==> src/rtl/fetch_pkg.sv <==
// Shared types and constants for the instruction-fetch front end.
package fetch_pkg;

  typedef enum logic [1:0] {
    IDLE = 2'd0,
    REQ  = 2'd1,
    HOLD = 2'd2,
    DROP = 2'd3
  } fetch_state_e;

  localparam logic [31:0] FETCH_RESET_PC = 32'h0000_0000;
  localparam logic [31:0] NOP_INST       = 32'h0000_0000;

endpackage

==> src/rtl/fetch_unit.sv <==
// Instruction-fetch front end: owns the PC, issues one req/ack read at a time,
// buffers a word while decode stalls and strobes {pc+4, inst} into the IF/ID latch.
module fetch_unit
  import fetch_pkg::*;
#(
  parameter int unsigned       ADDR_W   = 32,
  parameter logic [ADDR_W-1:0] RESET_PC = ADDR_W'(FETCH_RESET_PC)
) (
  input  logic              clk_i,
  input  logic              rst_i,
  input  logic              hold_i,
  input  logic              redirect_i,
  input  logic [ADDR_W-1:0] target_i,
  output logic              imem_req_o,
  output logic [ADDR_W-1:0] imem_addr_o,
  input  logic              imem_ack_i,
  input  logic [31:0]       imem_rdata_i,
  output logic              write_o,
  output logic [ADDR_W-1:0] pc_add4_o,
  output logic [31:0]       inst_o
);

  fetch_state_e      state_q, state_d;
  logic [ADDR_W-1:0] pc_q, pc_d;
  logic [ADDR_W-1:0] tgt_q, tgt_d;
  logic [31:0]       buf_inst_q, buf_inst_d;
  logic [ADDR_W-1:0] buf_pc4_q, buf_pc4_d;
  logic              req_q, req_d;
  logic [ADDR_W-1:0] addr_q, addr_d;
  logic              write_q, write_d;
  logic [31:0]       inst_q, inst_d;
  logic [ADDR_W-1:0] pc4_q, pc4_d;

  logic [ADDR_W-1:0] tgt_aligned;
  logic [ADDR_W-1:0] pc_inc;

  assign tgt_aligned = {target_i[ADDR_W-1:2], 2'b00};
  assign pc_inc      = pc_q + ADDR_W'(4);

  always_comb begin
    // NOTE: every _d gets a default before the case so no path infers a latch.
    state_d    = state_q;
    pc_d       = pc_q;
    tgt_d      = tgt_q;
    buf_inst_d = buf_inst_q;
    buf_pc4_d  = buf_pc4_q;
    req_d      = req_q;
    addr_d     = addr_q;
    write_d    = 1'b0;
    inst_d     = inst_q;
    pc4_d      = pc4_q;

    unique case (state_q)
      IDLE: begin
        state_d = REQ;
        req_d   = 1'b1;
        addr_d  = pc_q;
      end

      REQ: begin
        if (imem_ack_i) begin
          if (redirect_i) begin
            pc_d   = tgt_aligned;
            addr_d = tgt_aligned;
          end else if (hold_i) begin
            buf_inst_d = imem_rdata_i;
            buf_pc4_d  = pc_inc;
            state_d    = HOLD;
            req_d      = 1'b0;
          end else begin
            write_d = 1'b1;
            inst_d  = imem_rdata_i;
            pc4_d   = pc_inc;
            pc_d    = pc_inc;
            addr_d  = pc_inc;
          end
        end else if (redirect_i) begin
          // The address must stay put until the outstanding read is acked.
          tgt_d   = tgt_aligned;
          state_d = DROP;
        end
      end

      DROP: begin
        if (imem_ack_i) begin
          pc_d    = redirect_i ? tgt_aligned : tgt_q;
          addr_d  = redirect_i ? tgt_aligned : tgt_q;
          state_d = REQ;
        end else if (redirect_i) begin
          tgt_d = tgt_aligned;
        end
      end

      HOLD: begin
        if (redirect_i) begin
          buf_inst_d = NOP_INST;
          pc_d       = tgt_aligned;
          addr_d     = tgt_aligned;
          req_d      = 1'b1;
          state_d    = REQ;
        end else if (!hold_i) begin
          write_d = 1'b1;
          inst_d  = buf_inst_q;
          pc4_d   = buf_pc4_q;
          pc_d    = buf_pc4_q;
          addr_d  = buf_pc4_q;
          req_d   = 1'b1;
          state_d = REQ;
        end
      end

      default: begin
        state_d = IDLE;
        req_d   = 1'b0;
      end
    endcase
  end

  // NOTE: sequential state uses non-blocking assignments so all flops update together.
  always_ff @(posedge clk_i) begin
    if (!rst_i) begin
      state_q    <= IDLE;
      pc_q       <= RESET_PC;
      tgt_q      <= '0;
      buf_inst_q <= NOP_INST;
      buf_pc4_q  <= '0;
      req_q      <= 1'b0;
      addr_q     <= '0;
      write_q    <= 1'b0;
      inst_q     <= NOP_INST;
      pc4_q      <= '0;
    end else begin
      state_q    <= state_d;
      pc_q       <= pc_d;
      tgt_q      <= tgt_d;
      buf_inst_q <= buf_inst_d;
      buf_pc4_q  <= buf_pc4_d;
      req_q      <= req_d;
      addr_q     <= addr_d;
      write_q    <= write_d;
      inst_q     <= inst_d;
      pc4_q      <= pc4_d;
    end
  end

  assign imem_req_o  = req_q;
  assign imem_addr_o = addr_q;
  assign write_o     = write_q;
  assign inst_o      = inst_q;
  assign pc_add4_o   = pc4_q;

endmodule

==> config.mk <==
export PLATFORM = sky130hd
export DESIGN_NAME = fetch_unit
export DESIGN_NICKNAME = d
export VERILOG_FILES = /design/src/rtl/fetch_pkg.sv /design/src/rtl/fetch_unit.sv
export SDC_FILE = /design/constraint.sdc
export NUM_CORES = 1
export LEC_CHECK = 0
export BUFFER_PORTS_ARGS = -buffer_cell sky130_fd_sc_hd__buf_2
export CAP_MARGIN = 20
export CORE_MARGIN = 10
export CORE_UTILIZATION = 58
export CTS_CLUSTER_SIZE = 12
export DETAILED_ROUTE_END_ITERATION = 6
export GPL_ROUTABILITY_DRIVEN = 0
export PLACE_DENSITY = 0.83
export SYNTH_ARGS = -nofsm -noshare
export SYNTH_HDL_FRONTEND = slang
export SYNTH_SLANG_ARGS = --single-unit
==> constraint.sdc <==
create_clock -name clk_i -period 2.6 [get_ports clk_i]
set_clock_uncertainty 0.05 [all_clocks]
set_input_delay 0.65 -clock clk_i [delete_from_list [all_inputs] [get_ports clk_i]]
set_output_delay 0.65 -clock clk_i [all_outputs]
set_load 0.02 [all_outputs]
# After elaboration in Yosys (flattened, before gate mapping)
# Index checks and enable logic that the tools add are counted.
[op_classes]
reduce_logical = 13
n_eq_ne = 16
bitwise_logic = 2
add_sub_neg = 1
muxes = 42
[op_table]
columns = ["cell", "n"]
rows = [
  ["32-bit 2-to-1 mux", 19],
  ["32-bit case mux with 2 select lines", 3],
  ["32-bit case mux with 4 select lines", 1],
  ["32-bit case mux with 3 select lines", 1],
  ["32-bit by 3-bit adder with 32-bit output (second input constant)", 1],
  ["5-bit AND reduction", 4],
  ["2-bit != test (second input constant)", 8],
  ["3-bit != test (second input constant)", 5],
  ["2-bit 2-to-1 mux", 7],
  ["1-bit 2-to-1 mux", 8],
  ["2-bit case mux with 4 select lines", 1],
  ["4-bit AND reduction", 2],
  ["6-bit AND reduction", 1],
  ["3-bit nonzero test", 2],
  ["2-bit == test (second input constant)", 2],
  ["1-bit case mux with 3 select lines", 1],
  ["2-bit by 1-bit == test with 1-bit output (second input constant)", 1],
  ["2-bit logical NOT", 1],
  ["1-bit inverter", 2],
  ["1-bit case mux with 2 select lines", 1],
  ["2-bit AND reduction", 1],
  ["2-bit nonzero test", 1],
  ["2-bit OR reduction", 1],
]
[word_totals]
regBits = 228
elab_cells = 84
output_inout_bits = 98

# Depth between registers and ports, before layout
[depth]
depth_word = 5
depth_mapped = 10

# Worst setup path after synthesis
# No wires, ideal clock.
[synth_path]
kind = "input to register"
start = "input port redirect_i"
end = "register addr_q[26] (netlist: imem_addr_o[26])"
n_path_buf = 4
t_arrival_ns = 2.100
setup_slack_ns = 0.322
t_required_ns = 2.422
stages = 9
setup_time_ns = 0.128
path_cell_list = "buf_4 -> nand2b_1 -> a21boi_2 -> clkbuf_1 -> nor2_1 -> buf_2 -> buf_2 -> o211ai_1 -> o31ai_1"
[synth_between]
elab_chain_cells = 3
elab_cells_between_ends = 9
[synth_rtl]
columns = ["element", "line_no", "source"]
rows = [
  ["from (decl)", "fetch_unit.sv:12", "input logic redirect_i,"],
  ["32-bit 2-to-1 mux, on equally long branches", "n/a", ""],
  ["32-bit 2-to-1 mux, on equally long branches", "fetch_unit.sv:85, fetch_unit.sv:61", ""],
  ["32-bit case mux with 4 select lines", "fetch_unit.sv:53", "unique case (state_q)"],
  ["to (signal assigned)", "fetch_unit.sv:139", "addr_q <= addr_d;"],
  ["to (decl)", "fetch_unit.sv:29", "logic [ADDR_W-1:0] addr_q, addr_d;"],
]
# Several ways; a longest one is shown, not always the timed one. The select of a mux whose other input is x is not followed.
# A chain may end at the register's enable or synchronous reset.

# Worst setup path in the final report
[layout_path]
start = "register state_q[1]"
end = "register inst_q[31] (netlist: inst_o[31])"
[layout_between]
elab_chain_cells = 3
elab_cells_between_ends = 10
[layout_rtl]
columns = ["element", "line_no", "source"]
rows = [
  ["from (decl)", "fetch_unit.sv:23", "fetch_state_e state_q, state_d;"],
  ["from (signal assigned)", "fetch_unit.sv:133", "state_q <= state_d;"],
  ["2-bit == test or 2-bit by 1-bit == test with 1-bit output (tied branches)", "fetch_unit.sv:53", ""],
  ["2-bit != test (no source line) or 2-bit nonzero test (tied branches)", "n/a", ""],
  ["6-bit AND reduction (no source line)", "n/a", ""],
  ["to (signal assigned)", "fetch_unit.sv:141", "inst_q <= inst_d;"],
  ["to (decl)", "fetch_unit.sv:31", "logic [31:0] inst_q, inst_d;"],
]
# Several ways; a longest one is shown, not always the timed one.

==> results.py <==
metrics = {
    "clocking": {
        "root_buffer": "clkbuf_16",
        "cts_setup_buffers": 0,
        "clk_pin_slew_ns": 0.06,
        "cts_tree": "done",
        "clockBufferDepth": 3,
        "ctsHoldBuffers": 0,
        "cts_buffers": 25,
        "cts-resized-gates": 0,
        "cts_max_level": 1,
        "clk_latency_ns": 0.55,
        "cts.sinks": 228,
    },
    "status": {
        "status": "complete, no violations",
    },
    "min_path": {
        "worstHoldStart": "target_i[5]",
        "holdPathStages": 3,
        "hold_class": "in -> reg",
        "worstHoldEndpoint": "tgt_q[5]",
    },
    "final_layout": {
        "mostFrequentLayoutCells": "dfxtp_1 (228), buf_2 (163), nor2_1 (145)",
        "instances_no_fill": 1847,
        "nets": 1642,
        "area_growth_pct": 18.06,
        "fill_cells": 1569,
        "fin_util_pct": 69.53,
        "fin_area_um2": 13490,
        "final_common_cell": "dfxtp_1",
        "drive_above_1_share_pct": 18.99,
    },
    "job": {
        "drv_cap": 0,
    },
    "place": {
        "hpwl_um": 26350,
        "placed_cells": 1806,
        "port_buffers": 164,
        "dpl_cell_area_um2": 12720,
        "post-place-ws_ns": 0.1364,
    },
    "detailed_routing": {
        "via_per_inst": 6.502,
        "drc": 0,
        "finalWirelength_um": 38450,
        "via_count": 12010,
        "dr.pass1.iters": 7,
        "wire_per_inst_um": 20.82,
        "ant_nets": 0,
        "drt_iter0_drc": 1629,
    },
    "sta": {
        "hold_slack_ns": 0.3154,
        "fmax_mhz": 396.9,
        "rsz0062_at_grt": "true",
        "period_needed_ns": 2.519,
        "slew_viol_final": 0,
        "setup_tns_ns": 0,
        "finalCritPeriodShare_pct": 96.90,
        "worst_slew_pin_slew_ns": 0.7758,
        "fin_ws_ns": 0.08067,
        "relSlewSlack_pct": 47.81,
        "timing.final.hold_violations": 0,
        "setup_viol": 0,
    },
    "global_routing": {
        "antenna_found_initial": 3,
        "grt_pass1_vias": 11460,
        "grtUsageTotal_pct": 28.31,
        "grt_max_degree": 98,
        "gr-total-overflow": 0,
        "grt_pass1_wl_um": 60640,
    },
    "synth": {
        "syn_inst": 1442,
        "synth-edff-count": 0,
        "synthTopCellsByArea": "dfxtp_1 (40%), nor2_1 (4.9%), nand2_1 (4.7%)",
        "syn_area_um2": 11420,
        "syn_nets": 1516,
        "synth_top_area_share_pct": 39.95,
        "yosysWarnings": 0,
        "synthArstFlopShare_pct": 0,
        "synth_area_per_cell_um2": 7.923,
        "ys_seq_area_share_pct": 39.95,
        "synthDistinctLibCells": 83,
        "ys.flop_type": "dfxtp_1",
        "post-synth-top-area-cell": "dfxtp_1",
        "synth-seq-cells": 228,
    },
    "power": {
        "power_density_nw_per_um2": 714.4,
        "p_total_mw": 9.635,
        "p_int_mw": 6.534,
        "power_frac_comb_pct": 23.1,
        "switching_share_pct": 32.18,
        "vdd_ir_drop_max_mv": 0.5364,
        "p_clk_share_pct": 34.8,
        "power_frac_seq_pct": 42.0,
        "power_leakage_nw": 5.174,
        "p_sw_mw": 3.101,
    },
    "floorplan": {
        "ios": 167,
        "initial_core_util_pct": 58.89,
        "fp.dieW_um": 160.4,
        "die-area_um2": 25710,
        "die_h_um": 160.4,
        "core_area_um2": 19400,
        "num_rows": 51,
    },
    "worst_setup_path": {
        "cp_max_fo": 47,
        "ff2ff_path_depth": 8,
        "cp-start-kind": "flop",
        "crit_path_end_kind": "flop",
        "r2r-start": "state_q[1]",
        "r2r_end": "inst_o[31]",
        "rrSetupSlack_ns": 0.08,
        "setup.worst_path.class": "reg -> reg",
        "cp_data_arrival_time_ns": 2.87,
        "cp.required_ns": 2.95,
    },
}
worst max-delay path, stage by stage (launching register included):
cell and delay [ns]:
dfxtp_1 0.37, inv_1 0.10, ha_1 0.31, buf_4 0.22, nand2_1 0.19, a211o_2 0.39, buf_4 0.31, a211oi_1 0.36
nor3_1 0.09
Yosys cell counts, drive strengths merged, types with 19 or more instances:
| cell | n |
|---|---|
| a21oi | 106 |
| a31oi | 28 |
| nand2 | 143 |
| o211ai | 23 |
| nor2b | 36 |
| mux2i | 43 |
| nand3 | 45 |
| nor2 | 149 |
| o21ai | 104 |
| dfxtp | 228 |
| nand2b | 21 |
| a22oi | 22 |
| inv | 19 |
| a211oi | 48 |
| buf | 34 |
| nor3 | 78 |
| clkbuf | 102 |
worst max path at each step:
| stage | end | from | slack, ns |
|---|---|---|---|
| 5_1_grt | pc_add4_o[29] | pc_q[10] | -0.003 |
| 3_5_place_dp | imem_addr_o[5] | redirect_i | 0.14 |
| 4_1_cts | buf_inst_q[3] | state_q[0] | 0.07 |
| 3_3_place_gp | imem_addr_o[16] | redirect_i | 0.17 |
| 2_1_floorplan | imem_addr_o[26] | redirect_i | 0.32 |
| 6_report | inst_o[31] | state_q[1] | 0.08 |
cells by family (layout without fill, tap and decap cells):
kind of cell | after synthesis | after routing | share of synthesized area (%)
simple gates | 540 | 540 | 22.93
compound gates | 457 | 457 | 26.15
flops | 228 | 228 | 39.95
buf+inv | 156 | 294 | 5.563
mux | 44 | 44 | 3.866
xor+xnor | 12 | 12 | 0.9858
fa+ha+maj | 5 | 5 | 0.5476
other cells | 0 | 2 | 0
metal layers:
metal  share of wire [%]  wire, µm  track usage [%]
met3                 9.6      3694            5.189
met2                  46     17770            46.34
met5               0.052        20                0
met4                 6.9      2672            18.24
met1                  37     14300            33.57
power groups by stage:
stage	registers, mW	clock network [mW]	logic [mW]
floorplan	4.17	0	1.32
detailed placement	4.11	0	2.16
CTS	4.04	3.38	2.18
global placement	4.10	0	2.12
finish	4.05	3.36	2.23
global route	4.09	3.53	2.39
layout make-up:
cell class                 count  area, µm²  area share, %
multi-input combinational   1058       6265          46.45
sequential                   228       4564          33.84
timing repair buffer         235       1485          11.01
clock buffer                  34      719.4          5.334
tap                          265      331.6          2.458
inverter                      20      77.57         0.5751
clock inverter                 5      40.04         0.2968
antenna                        2      5.005        0.03711
flip-flops by register name, indices dropped and copies added (netlist names):
| name | count |
|---|---|
| buf_inst_q | 32 |
| buf_pc4_q | 32 |
| imem_addr_o | 32 |
| inst_o | 32 |
| pc_add4_o | 32 |
| pc_q | 32 |
| tgt_q | 32 |
| state_q | 2 |
| imem_req_o | 1 |
| write_o | 1 |
Power figures use the tool's default switching activity.
